--- src/rtl/game_round_fsm_pkg.sv ---
// Shared definitions for the game round sequencer: state encoding and the
// default widths of level, round, lives and user id fields.
package game_round_fsm_pkg;

  localparam int LEVEL_W = 2;
  localparam int ROUND_W = 4;
  localparam int LIVES_W = 3;
  localparam int ID_W    = 4;
  localparam int STATE_W = 3;

  typedef enum logic [STATE_W-1:0] {
    S_IDLE  = 3'd0,
    S_READY = 3'd1,
    S_PLAY  = 3'd2,
    S_WIN   = 3'd3,
    S_LOSE  = 3'd4,
    S_DONE  = 3'd5
  } state_t;

endpackage

--- src/rtl/game_round_fsm_if.sv ---
// Event inputs and command/status outputs of the game round sequencer.
interface game_round_fsm_if;
  import game_round_fsm_pkg::*;

  logic               access_pulse;
  logic [ID_W-1:0]    user_id;
  logic               load_pulse;
  logic               match_pulse;
  logic               timeout_pulse;
  logic [LEVEL_W-1:0] level;
  logic [ROUND_W-1:0] round_cnt;
  logic [LIVES_W-1:0] lives;
  logic [ID_W-1:0]    cur_user;
  logic               gen_load;
  logic               timer_restart;
  logic               score_inc;
  logic               game_over;
  logic [STATE_W-1:0] state_o;

  modport master (
    output access_pulse, user_id, load_pulse, match_pulse, timeout_pulse,
    input  level, round_cnt, lives, cur_user, gen_load, timer_restart,
           score_inc, game_over, state_o
  );

  modport slave (
    input  access_pulse, user_id, load_pulse, match_pulse, timeout_pulse,
    output level, round_cnt, lives, cur_user, gen_load, timer_restart,
           score_inc, game_over, state_o
  );
endinterface

--- src/rtl/game_round_fsm_round_progress_ctr.sv ---
// Round, level and lives bookkeeping; updates on init, on the win cycle and
// on the lose cycle, and reports when the level or the lives are exhausted.
module round_progress_ctr
  import game_round_fsm_pkg::*;
#(
  parameter int ROUNDS_PER_LEVEL = 4,
  parameter int LIVES            = 3,
  parameter int MAX_LEVEL        = 3
) (
  input  logic               clk,
  input  logic               rst,
  input  logic               init,
  input  logic               win,
  input  logic               lose,
  output logic [ROUND_W-1:0] round_cnt,
  output logic [LEVEL_W-1:0] level,
  output logic [LIVES_W-1:0] lives,
  output logic               level_done,
  output logic               out_of_lives
);

  localparam logic [ROUND_W:0]   ROUNDS_C    = (ROUND_W+1)'(ROUNDS_PER_LEVEL);
  localparam logic [LEVEL_W-1:0] MAX_LEVEL_C = LEVEL_W'(MAX_LEVEL);
  localparam logic [LIVES_W-1:0] LIVES_C     = LIVES_W'(LIVES);

  // One extra bit so round_cnt+1 cannot wrap before the compare.
  assign level_done   = (({1'b0, round_cnt} + (ROUND_W+1)'(1)) >= ROUNDS_C);
  assign out_of_lives = (lives <= LIVES_W'(1));

  // Counter registers: init has priority, then win, then lose.
  always_ff @(posedge clk or negedge rst) begin
    if (!rst) begin
      round_cnt <= '0;
      level     <= '0;
      lives     <= LIVES_C;
    end else if (init) begin
      round_cnt <= '0;
      level     <= '0;
      lives     <= LIVES_C;
    end else if (win) begin
      if (!level_done) begin
        round_cnt <= round_cnt + ROUND_W'(1);
      end else if (level < MAX_LEVEL_C) begin
        level     <= level + LEVEL_W'(1);
        round_cnt <= '0;
      end else begin
        round_cnt <= '0;
      end
    end else if (lose) begin
      if (!out_of_lives) begin
        lives <= lives - LIVES_W'(1);
      end else begin
        lives <= '0;
      end
    end
  end

endmodule

--- src/rtl/game_round_fsm.sv ---
// Game-flow sequencer: round start, win/lose resolution, level advance and
// game over, emitting one-cycle commands to generator, timer and scorer.
module game_round_fsm
  import game_round_fsm_pkg::*;
#(
  parameter int ROUNDS_PER_LEVEL = 4,
  parameter int LIVES            = 3,
  parameter int MAX_LEVEL        = 3
) (
  input  logic              clk,
  input  logic              rst,
  game_round_fsm_if.slave   bus
);

  localparam logic [LEVEL_W-1:0] MAX_LEVEL_C = LEVEL_W'(MAX_LEVEL);

  state_t             state_r, state_nxt_s;
  logic               init_s, win_s, lose_s;
  logic               gen_nxt_s, score_nxt_s;
  logic               gen_load_r, timer_restart_r, score_inc_r, game_over_r;
  logic [ID_W-1:0]    cur_user_r;
  logic [ROUND_W-1:0] round_cnt_s;
  logic [LEVEL_W-1:0] level_s;
  logic [LIVES_W-1:0] lives_s;
  logic               level_done_s, out_of_lives_s;

  assign win_s  = (state_r == S_WIN);
  assign lose_s = (state_r == S_LOSE);

  round_progress_ctr #(
    .ROUNDS_PER_LEVEL (ROUNDS_PER_LEVEL),
    .LIVES            (LIVES),
    .MAX_LEVEL        (MAX_LEVEL)
  ) u_progress (
    .clk          (clk),
    .rst          (rst),
    .init         (init_s),
    .win          (win_s),
    .lose         (lose_s),
    .round_cnt    (round_cnt_s),
    .level        (level_s),
    .lives        (lives_s),
    .level_done   (level_done_s),
    .out_of_lives (out_of_lives_s)
  );

  // Next-state decode and the pulse requests registered on the same edge.
  always_comb begin
    state_nxt_s = state_r;
    init_s      = 1'b0;
    gen_nxt_s   = 1'b0;
    score_nxt_s = 1'b0;
    case (state_r)
      S_IDLE, S_DONE: begin
        if (bus.access_pulse) begin
          init_s      = 1'b1;
          state_nxt_s = S_READY;
        end else begin
          state_nxt_s = state_r;
        end
      end
      S_READY: begin
        if (bus.load_pulse) begin
          gen_nxt_s   = 1'b1;
          state_nxt_s = S_PLAY;
        end else begin
          state_nxt_s = S_READY;
        end
      end
      S_PLAY: begin
        if (bus.match_pulse) begin
          score_nxt_s = 1'b1;
          state_nxt_s = S_WIN;
        end else if (bus.timeout_pulse) begin
          state_nxt_s = S_LOSE;
        end else begin
          state_nxt_s = S_PLAY;
        end
      end
      // Counters still hold pre-win values here, so the flags see the old round.
      S_WIN: begin
        if (level_done_s && (level_s == MAX_LEVEL_C)) begin
          state_nxt_s = S_DONE;
        end else begin
          state_nxt_s = S_READY;
        end
      end
      S_LOSE: begin
        if (out_of_lives_s) begin
          state_nxt_s = S_DONE;
        end else begin
          state_nxt_s = S_READY;
        end
      end
      default: state_nxt_s = S_IDLE;
    endcase
  end

  // State, command pulses, game_over and the latched user id.
  always_ff @(posedge clk or negedge rst) begin
    if (!rst) begin
      state_r         <= S_IDLE;
      gen_load_r      <= 1'b0;
      timer_restart_r <= 1'b0;
      score_inc_r     <= 1'b0;
      game_over_r     <= 1'b0;
      cur_user_r      <= '0;
    end else begin
      state_r         <= state_nxt_s;
      gen_load_r      <= gen_nxt_s;
      timer_restart_r <= gen_nxt_s;
      score_inc_r     <= score_nxt_s;
      game_over_r     <= (state_nxt_s == S_DONE);
      if (init_s) begin
        cur_user_r <= bus.user_id;
      end
    end
  end

  assign bus.state_o       = state_r;
  assign bus.gen_load      = gen_load_r;
  assign bus.timer_restart = timer_restart_r;
  assign bus.score_inc     = score_inc_r;
  assign bus.game_over     = game_over_r;
  assign bus.cur_user      = cur_user_r;
  assign bus.level         = level_s;
  assign bus.round_cnt     = round_cnt_s;
  assign bus.lives         = lives_s;

endmodule

--- src/flat_wrapper.sv ---
// flat-port wrapper written by rule: the top's interface ports become plain ports
module game_round_fsm_flat import game_round_fsm_pkg::*;
#(
  parameter int ROUNDS_PER_LEVEL = 4,
  parameter int LIVES            = 3,
  parameter int MAX_LEVEL        = 3
)
  (clk, rst, bus_access_pulse, bus_user_id, bus_load_pulse, bus_match_pulse, bus_timeout_pulse, bus_level, bus_round_cnt, bus_lives, bus_cur_user, bus_gen_load, bus_timer_restart, bus_score_inc, bus_game_over, bus_state_o);
  game_round_fsm_if bus_i ();
  input  logic clk;
  input  logic rst;
  input wire logic [$bits(bus_i.access_pulse)-1:0] bus_access_pulse;
  input wire logic [$bits(bus_i.user_id)-1:0] bus_user_id;
  input wire logic [$bits(bus_i.load_pulse)-1:0] bus_load_pulse;
  input wire logic [$bits(bus_i.match_pulse)-1:0] bus_match_pulse;
  input wire logic [$bits(bus_i.timeout_pulse)-1:0] bus_timeout_pulse;
  output wire logic [$bits(bus_i.level)-1:0] bus_level;
  output wire logic [$bits(bus_i.round_cnt)-1:0] bus_round_cnt;
  output wire logic [$bits(bus_i.lives)-1:0] bus_lives;
  output wire logic [$bits(bus_i.cur_user)-1:0] bus_cur_user;
  output wire logic [$bits(bus_i.gen_load)-1:0] bus_gen_load;
  output wire logic [$bits(bus_i.timer_restart)-1:0] bus_timer_restart;
  output wire logic [$bits(bus_i.score_inc)-1:0] bus_score_inc;
  output wire logic [$bits(bus_i.game_over)-1:0] bus_game_over;
  output wire logic [$bits(bus_i.state_o)-1:0] bus_state_o;
  assign bus_i.access_pulse = bus_access_pulse;
  assign bus_i.user_id = bus_user_id;
  assign bus_i.load_pulse = bus_load_pulse;
  assign bus_i.match_pulse = bus_match_pulse;
  assign bus_i.timeout_pulse = bus_timeout_pulse;
  assign bus_level = bus_i.level;
  assign bus_round_cnt = bus_i.round_cnt;
  assign bus_lives = bus_i.lives;
  assign bus_cur_user = bus_i.cur_user;
  assign bus_gen_load = bus_i.gen_load;
  assign bus_timer_restart = bus_i.timer_restart;
  assign bus_score_inc = bus_i.score_inc;
  assign bus_game_over = bus_i.game_over;
  assign bus_state_o = bus_i.state_o;
  game_round_fsm #(.ROUNDS_PER_LEVEL(ROUNDS_PER_LEVEL), .LIVES(LIVES), .MAX_LEVEL(MAX_LEVEL)) u_core (.clk(clk), .rst(rst), .bus(bus_i));
endmodule
--- config.mk ---
export PLATFORM = sky130hd
export DESIGN_NAME = game_round_fsm_flat
export DESIGN_NICKNAME = d
export VERILOG_FILES = /design/src/rtl/game_round_fsm_pkg.sv /design/src/rtl/game_round_fsm_if.sv /design/src/rtl/game_round_fsm_round_progress_ctr.sv /design/src/rtl/game_round_fsm.sv /design/src/flat_wrapper.sv
export SDC_FILE = /design/constraint.sdc
export NUM_CORES = 1
export LEC_CHECK = 0
export CAP_MARGIN = 20
export CORE_MARGIN = 3
export CORE_UTILIZATION = 49
export DETAILED_ROUTE_END_ITERATION = 10
export PLACE_DENSITY_LB_ADDON = 0.1
export SLEW_MARGIN = 40
export SYNTH_ARGS = -nofsm -noshare
export SYNTH_HDL_FRONTEND = slang
export SYNTH_SLANG_ARGS = --single-unit
--- constraint.sdc ---
create_clock -name clk -period 3 [get_ports clk]
set_input_delay 0.75 -clock clk [delete_from_list [all_inputs] [get_ports clk]]
set_output_delay 0.75 -clock clk [all_outputs]
set_load 0.1 [all_outputs]
Yosys cells after proc, flatten, opt, wreduce, memory -nomap -nowiden:

Index checks and enable logic that the tools add are counted.

* bits in registers: 19
* input bits: 10
* logic and storage cells: 56

* add/subtract/negate cells: 4
* order comparisons: 3
* equality and inequality tests: 8
* multiplexer cells: 24
* reductions and logical operators: 9

Operators with widths (number)
* $mux W3: 9
* $pmux W3 S5: 1
* $mux W4: 3
* $mux W2: 5
* $eq A3 B3 Y1 const B: 3
* $reduce_bool A2 Y1: 4
* $eq A3 B2 Y1 const B: 2
* $mux W1: 6
* $add A4 B1 Y5 const B: 1
* $ge A5 B3 Y1 const B: 1
* $add A4 B1 Y4 const B: 1
* $eq A3 B1 Y1 const B: 1
* $le A3 B1 Y1 const B: 1
* $logic_not A3 Y1: 1
* $reduce_and A3 Y1: 1
* $sub A3 B1 Y3 const B: 1
* $add A2 B1 Y2 const B: 1
* $eq A2 B2 Y1 const B: 1
* $lt A2 B2 Y1 const B: 1
* $ne A2 B1 Y1 const B: 1
* $reduce_and A2 Y1: 1
* $reduce_or A2 Y1: 1
* $logic_and A1 B1 Y1: 1

Longest topological paths before layout:

* word-level depth: 6
* depth in mapped cells: 5
* gate-level depth less buffers: 5

Hierarchy:

From an unflattened synthesis, not the netlist that was laid out.

* cells, all modules: 92
* area total of the unflattened synthesis: 1039.7 µm²

By module, submodules not included
* round_progress_ctr: instances 1, cells each 51, area each 545.5 µm²
* game_round_fsm: instances 1, cells each 41, area each 494.2 µm²

Least setup slack after synthesis:

No wires, ideal clock.

* path kind: register to output
* start: register, netlist name u_core.bus.gen_load
* end: output bus_timer_restart
* arrival: 1.324 ns
* required time: 2.250 ns
* slack: 0.926 ns
* cell stages (with the launch flop): 2
* cells stage by stage: dfrtp_1 > buf_4

RTL lines
* end: declaration: line flat_wrapper.sv:22 `output wire logic [$bits(bus_i.timer_restart)-1:0] bus_timer_restart;`

Worst setup path in the final report:

* start: input bus_access_pulse
* end: register u_core.cur_user_r[0] (netlist: u_core.bus.cur_user[0])

* word-level cells in the longest chain between the ends: 2

RTL lines
* start: declaration: line flat_wrapper.sv:12 `input wire logic [$bits(bus_i.access_pulse)-1:0] bus_access_pulse;`
* $mux W1: line game_round_fsm.sv:55 `if (bus.access_pulse) begin`
* $mux W1: line game_round_fsm.sv:53 `case (state_r)`
* end signal: assignment: line game_round_fsm.sv:115 `cur_user_r <= bus.user_id;`
* end: declaration: line game_round_fsm.sv:21 `logic [ID_W-1:0] cur_user_r;`

Every way passes these cells.
A chain may end at the register's enable or synchronous reset.

==> out/qor.yml <==
job:
  drv_cap: 0
worst_setup_path:
  endpoint_kind: "flip-flop"
  cpPeakStageDelay_ps: 520
  crit_path_start: "bus_access_pulse"
  crit_type: "in -> reg"
  cp_max_fo: 8
  cp_data_arrival_time_ps: 2280
  r2r_slack_ps: 1280
  r2r-start: "u_core.bus.state_o[0]$_DFF_PN0_"
  cp-endpoint: "u_core.bus.cur_user[0]$_DFFE_PN0P_"
  crit_chain: "clkdlybuf4s50_1 > nor2b_1 > and2_1 > mux2_1"
  reg2reg_depth: 3
  cpMaxStageDelayCell: "clkdlybuf4s50_1"
  worstSetupStartpointType: "primary input"
  r2r_end: "u_core.bus.cur_user[0]$_DFFE_PN0P_"
  cp_data_required_time_ps: 3170
floorplanning:
  ioPinCount: 30
  initial_core_util_pct: 54.3
  rows: 15
  core_sq_um: 1800
  die_x_um: 50.7
  die_h_um: 50.7
  dieArea_sq_um: 2570
grt:
  grt_use_total_pct: 18.0
  grt_pass1_vias: 795
  grt_antenna_before_repair: 0
  grt_pass1_wl_um: 3450
  gr-total-overflow: 0
  grt_max_degree: 20
synth:
  synth_top_area_share_pct: 43.5
  syn-num-nets: 106
  synth.largest_area_cell: "dfrtp_1"
  avgSynthCellArea_sq_um: 10.6
  synth_compound_area_share_pct: 15.6
  ys.flop_type: "dfrtp_1"
  synthMuxAreaShare_pct: 4.60
  synth_xor_area_share_pct: 0.895
  synth_top_family_by_area: "simple AND/OR/NAND/NOR gates"
  synth_edf_count: 0
  synth-simple-area-share_pct: 19.8
  syn-cell-area_sq_um: 978
  ys.warnings.count: 0
  ys_seq_area_share_pct: 48.8
  async_reset_ff_share_pct: 100
  synth-seq-cells: 19
  synthCells: 92
  yosysUniqueCellTypes: 37
  synthTopCellsByArea: "dfrtp_1 43%, dfstp_2 5.4%, ha_1 5.1%, mux2_1 4.6%, a21oi_1 4.1%"
  synth-adder-area-share_pct: 5.12
status:
  outcome: "finished, final reports clean"
drt:
  drt_iter0_markers: 4
  antenna_left: 0
  drc: 0
  dr.pass1.iters: 4
  wl_per_cell_um: 13.4
  vias: 790
  routed_via_density: 5.45
  wirelength_um: 1950
layout:
  final_common_cell: "buf_4"
  register_area_sq_um: 478
  nets: 135
  drive_above_1_share_pct: 24.2
  multiInputGateArea_sq_um: 450
  num_antenna_cells: 0
  final_cell_mix: "20 x buf_4, 17 x dfrtp_1, 8 x a21oi_1, 8 x clkdlybuf4s50_1, 6 x inv_1"
  n_fill_cell: 146
  syn_to_final_growth_pct: 27.1
timing:
  period_minus_slack_ps: 2110
  rsz0062_at_grt: "false"
  slew_violations: 0
  fin_crit_sh_pct: 70.2
  clock_skew_ps: 2.62
  tns_ps: 0
  setup-violations-final: 0
  hold_viol: 0
  max_freq_mhz: 475
  maxSlewHeadroom_pct: 70.8
  tightest_slew_ps: 438
hold_path:
  min_path_type: "in -> async"
clock_tree:
  clk_pin_slew_ps: 100
  cts_resized: 0
  root_buffer: "clkbuf_4"
  numClockSinks: 19
  insertion_delay_ps: 280
  cts_tree: "yes"
  numCtsBuffers: 3
  cts.htree.levels: 1
  cts_buffer_depth: 2
  hold_buffers: 0
  post_cts_buffers: 0
placed_design:
  hpwl_um: 1530
  port_buffers: 29
  place.gp.congestion: 0.870
-- worst min path at each step --
stage	cells past startpoint	endpoint	start	slack [ps]
5_1_grt	1	u_core.u_progress.level[0]$_DFFE_PN0P_	rst	390
2_1_floorplan	0	u_core.bus.cur_user[0]$_DFFE_PN0P_	rst	450
4_1_cts	1	u_core.bus.cur_user[1]$_DFFE_PN0P_	u_core.bus.cur_user[1]$_DFFE_PN0P_	510
6_report	1	u_core.bus.cur_user[3]$_DFFE_PN0P_	rst	370
3_5_place_dp	1	u_core.bus.cur_user[1]$_DFFE_PN0P_	u_core.bus.cur_user[1]$_DFFE_PN0P_	480
3_3_place_gp	1	u_core.bus.cur_user[3]$_DFFE_PN0P_	u_core.bus.cur_user[3]$_DFFE_PN0P_	470
-- sequential cells by signal (all words and copies together) (netlist names) --
signal / cells
u_core.u_progress.round_cnt: 4
u_core.bus.state_o: 3
u_core.bus.cur_user: 4
u_core.bus.game_over: 1
u_core.bus.gen_load: 1
u_core.u_progress.lives: 3
u_core.u_progress.level: 2
u_core.bus.score_inc: 1
-- cells in the mapped netlist, types with 2 or more instances --
master    count
a211oi_1      2
a21oi_1       8
a31oi_1       2
and2_1        2
buf_2         4
dfrtp_1      17
dfstp_2       2
ha_1          4
inv_1         6
mux2_1        4
nand2_1       3
nand2b_1      2
nand3_1       5
nor2_1        2
nor3b_1       3
o21ai_0       2
o21bai_1      2
o31ai_1       2
or3_1         2
-- final cells by class --
| cell class | count | area share [%] |
|---|---|---|
| clock buffers | 4 | 2.11 |
| inverters | 6 | 1.81 |
| multi-input cells | 62 | 36.2 |
| flip-flops and latches | 19 | 38.4 |
| well taps | 25 | 2.52 |
| repair buffers | 29 | 18.9 |
-- through the flow --
stage               instance area (sq um)  instances  util [%]  hold WS (ps)  setup WS (ps)
finish                               1240        145      69.0           374            893
global route                         1240        145      69.0           391            759
CTS                                  1250        145      69.3           507            878
detailed placement                   1220        141      67.8           484            558
global placement                     1220        141      67.8           471            631
floorplan                             978         92         -           454            926
-- cells by family (layout without fill, tap and decap cells) --
logic type	Yosys count	after routing
xor gates and xnor gates	1	1
AOI/OAI and AO/OA	23	23
muxes	4	4
adders and majority gates	4	4
buffers and inverters	11	39
DFF	19	19
and+or+nand+nor	30	30
-- critical path: cells and delay by family --
family | cells | cell delay (ps)
buf+inv | 1 | 520
mux | 1 | 370
simple gates | 2 | 640
-- routing by layer --
metal | share of wire (%) | vias to the layer above | global-route usage, %
li1 | - | 391 | -
met1 | 45 | 376 | 21.1
met2 | 48 | 19 | 30.4
met3 | 5.9 | 4 | 4.15
met4 | 1.3 | 0 | 9.42
met5 | 0 | - | 0
Power is left out: the tool's default activity adds up to more than one toggle a clock period on the data nets, which glitch-free logic cannot reach.
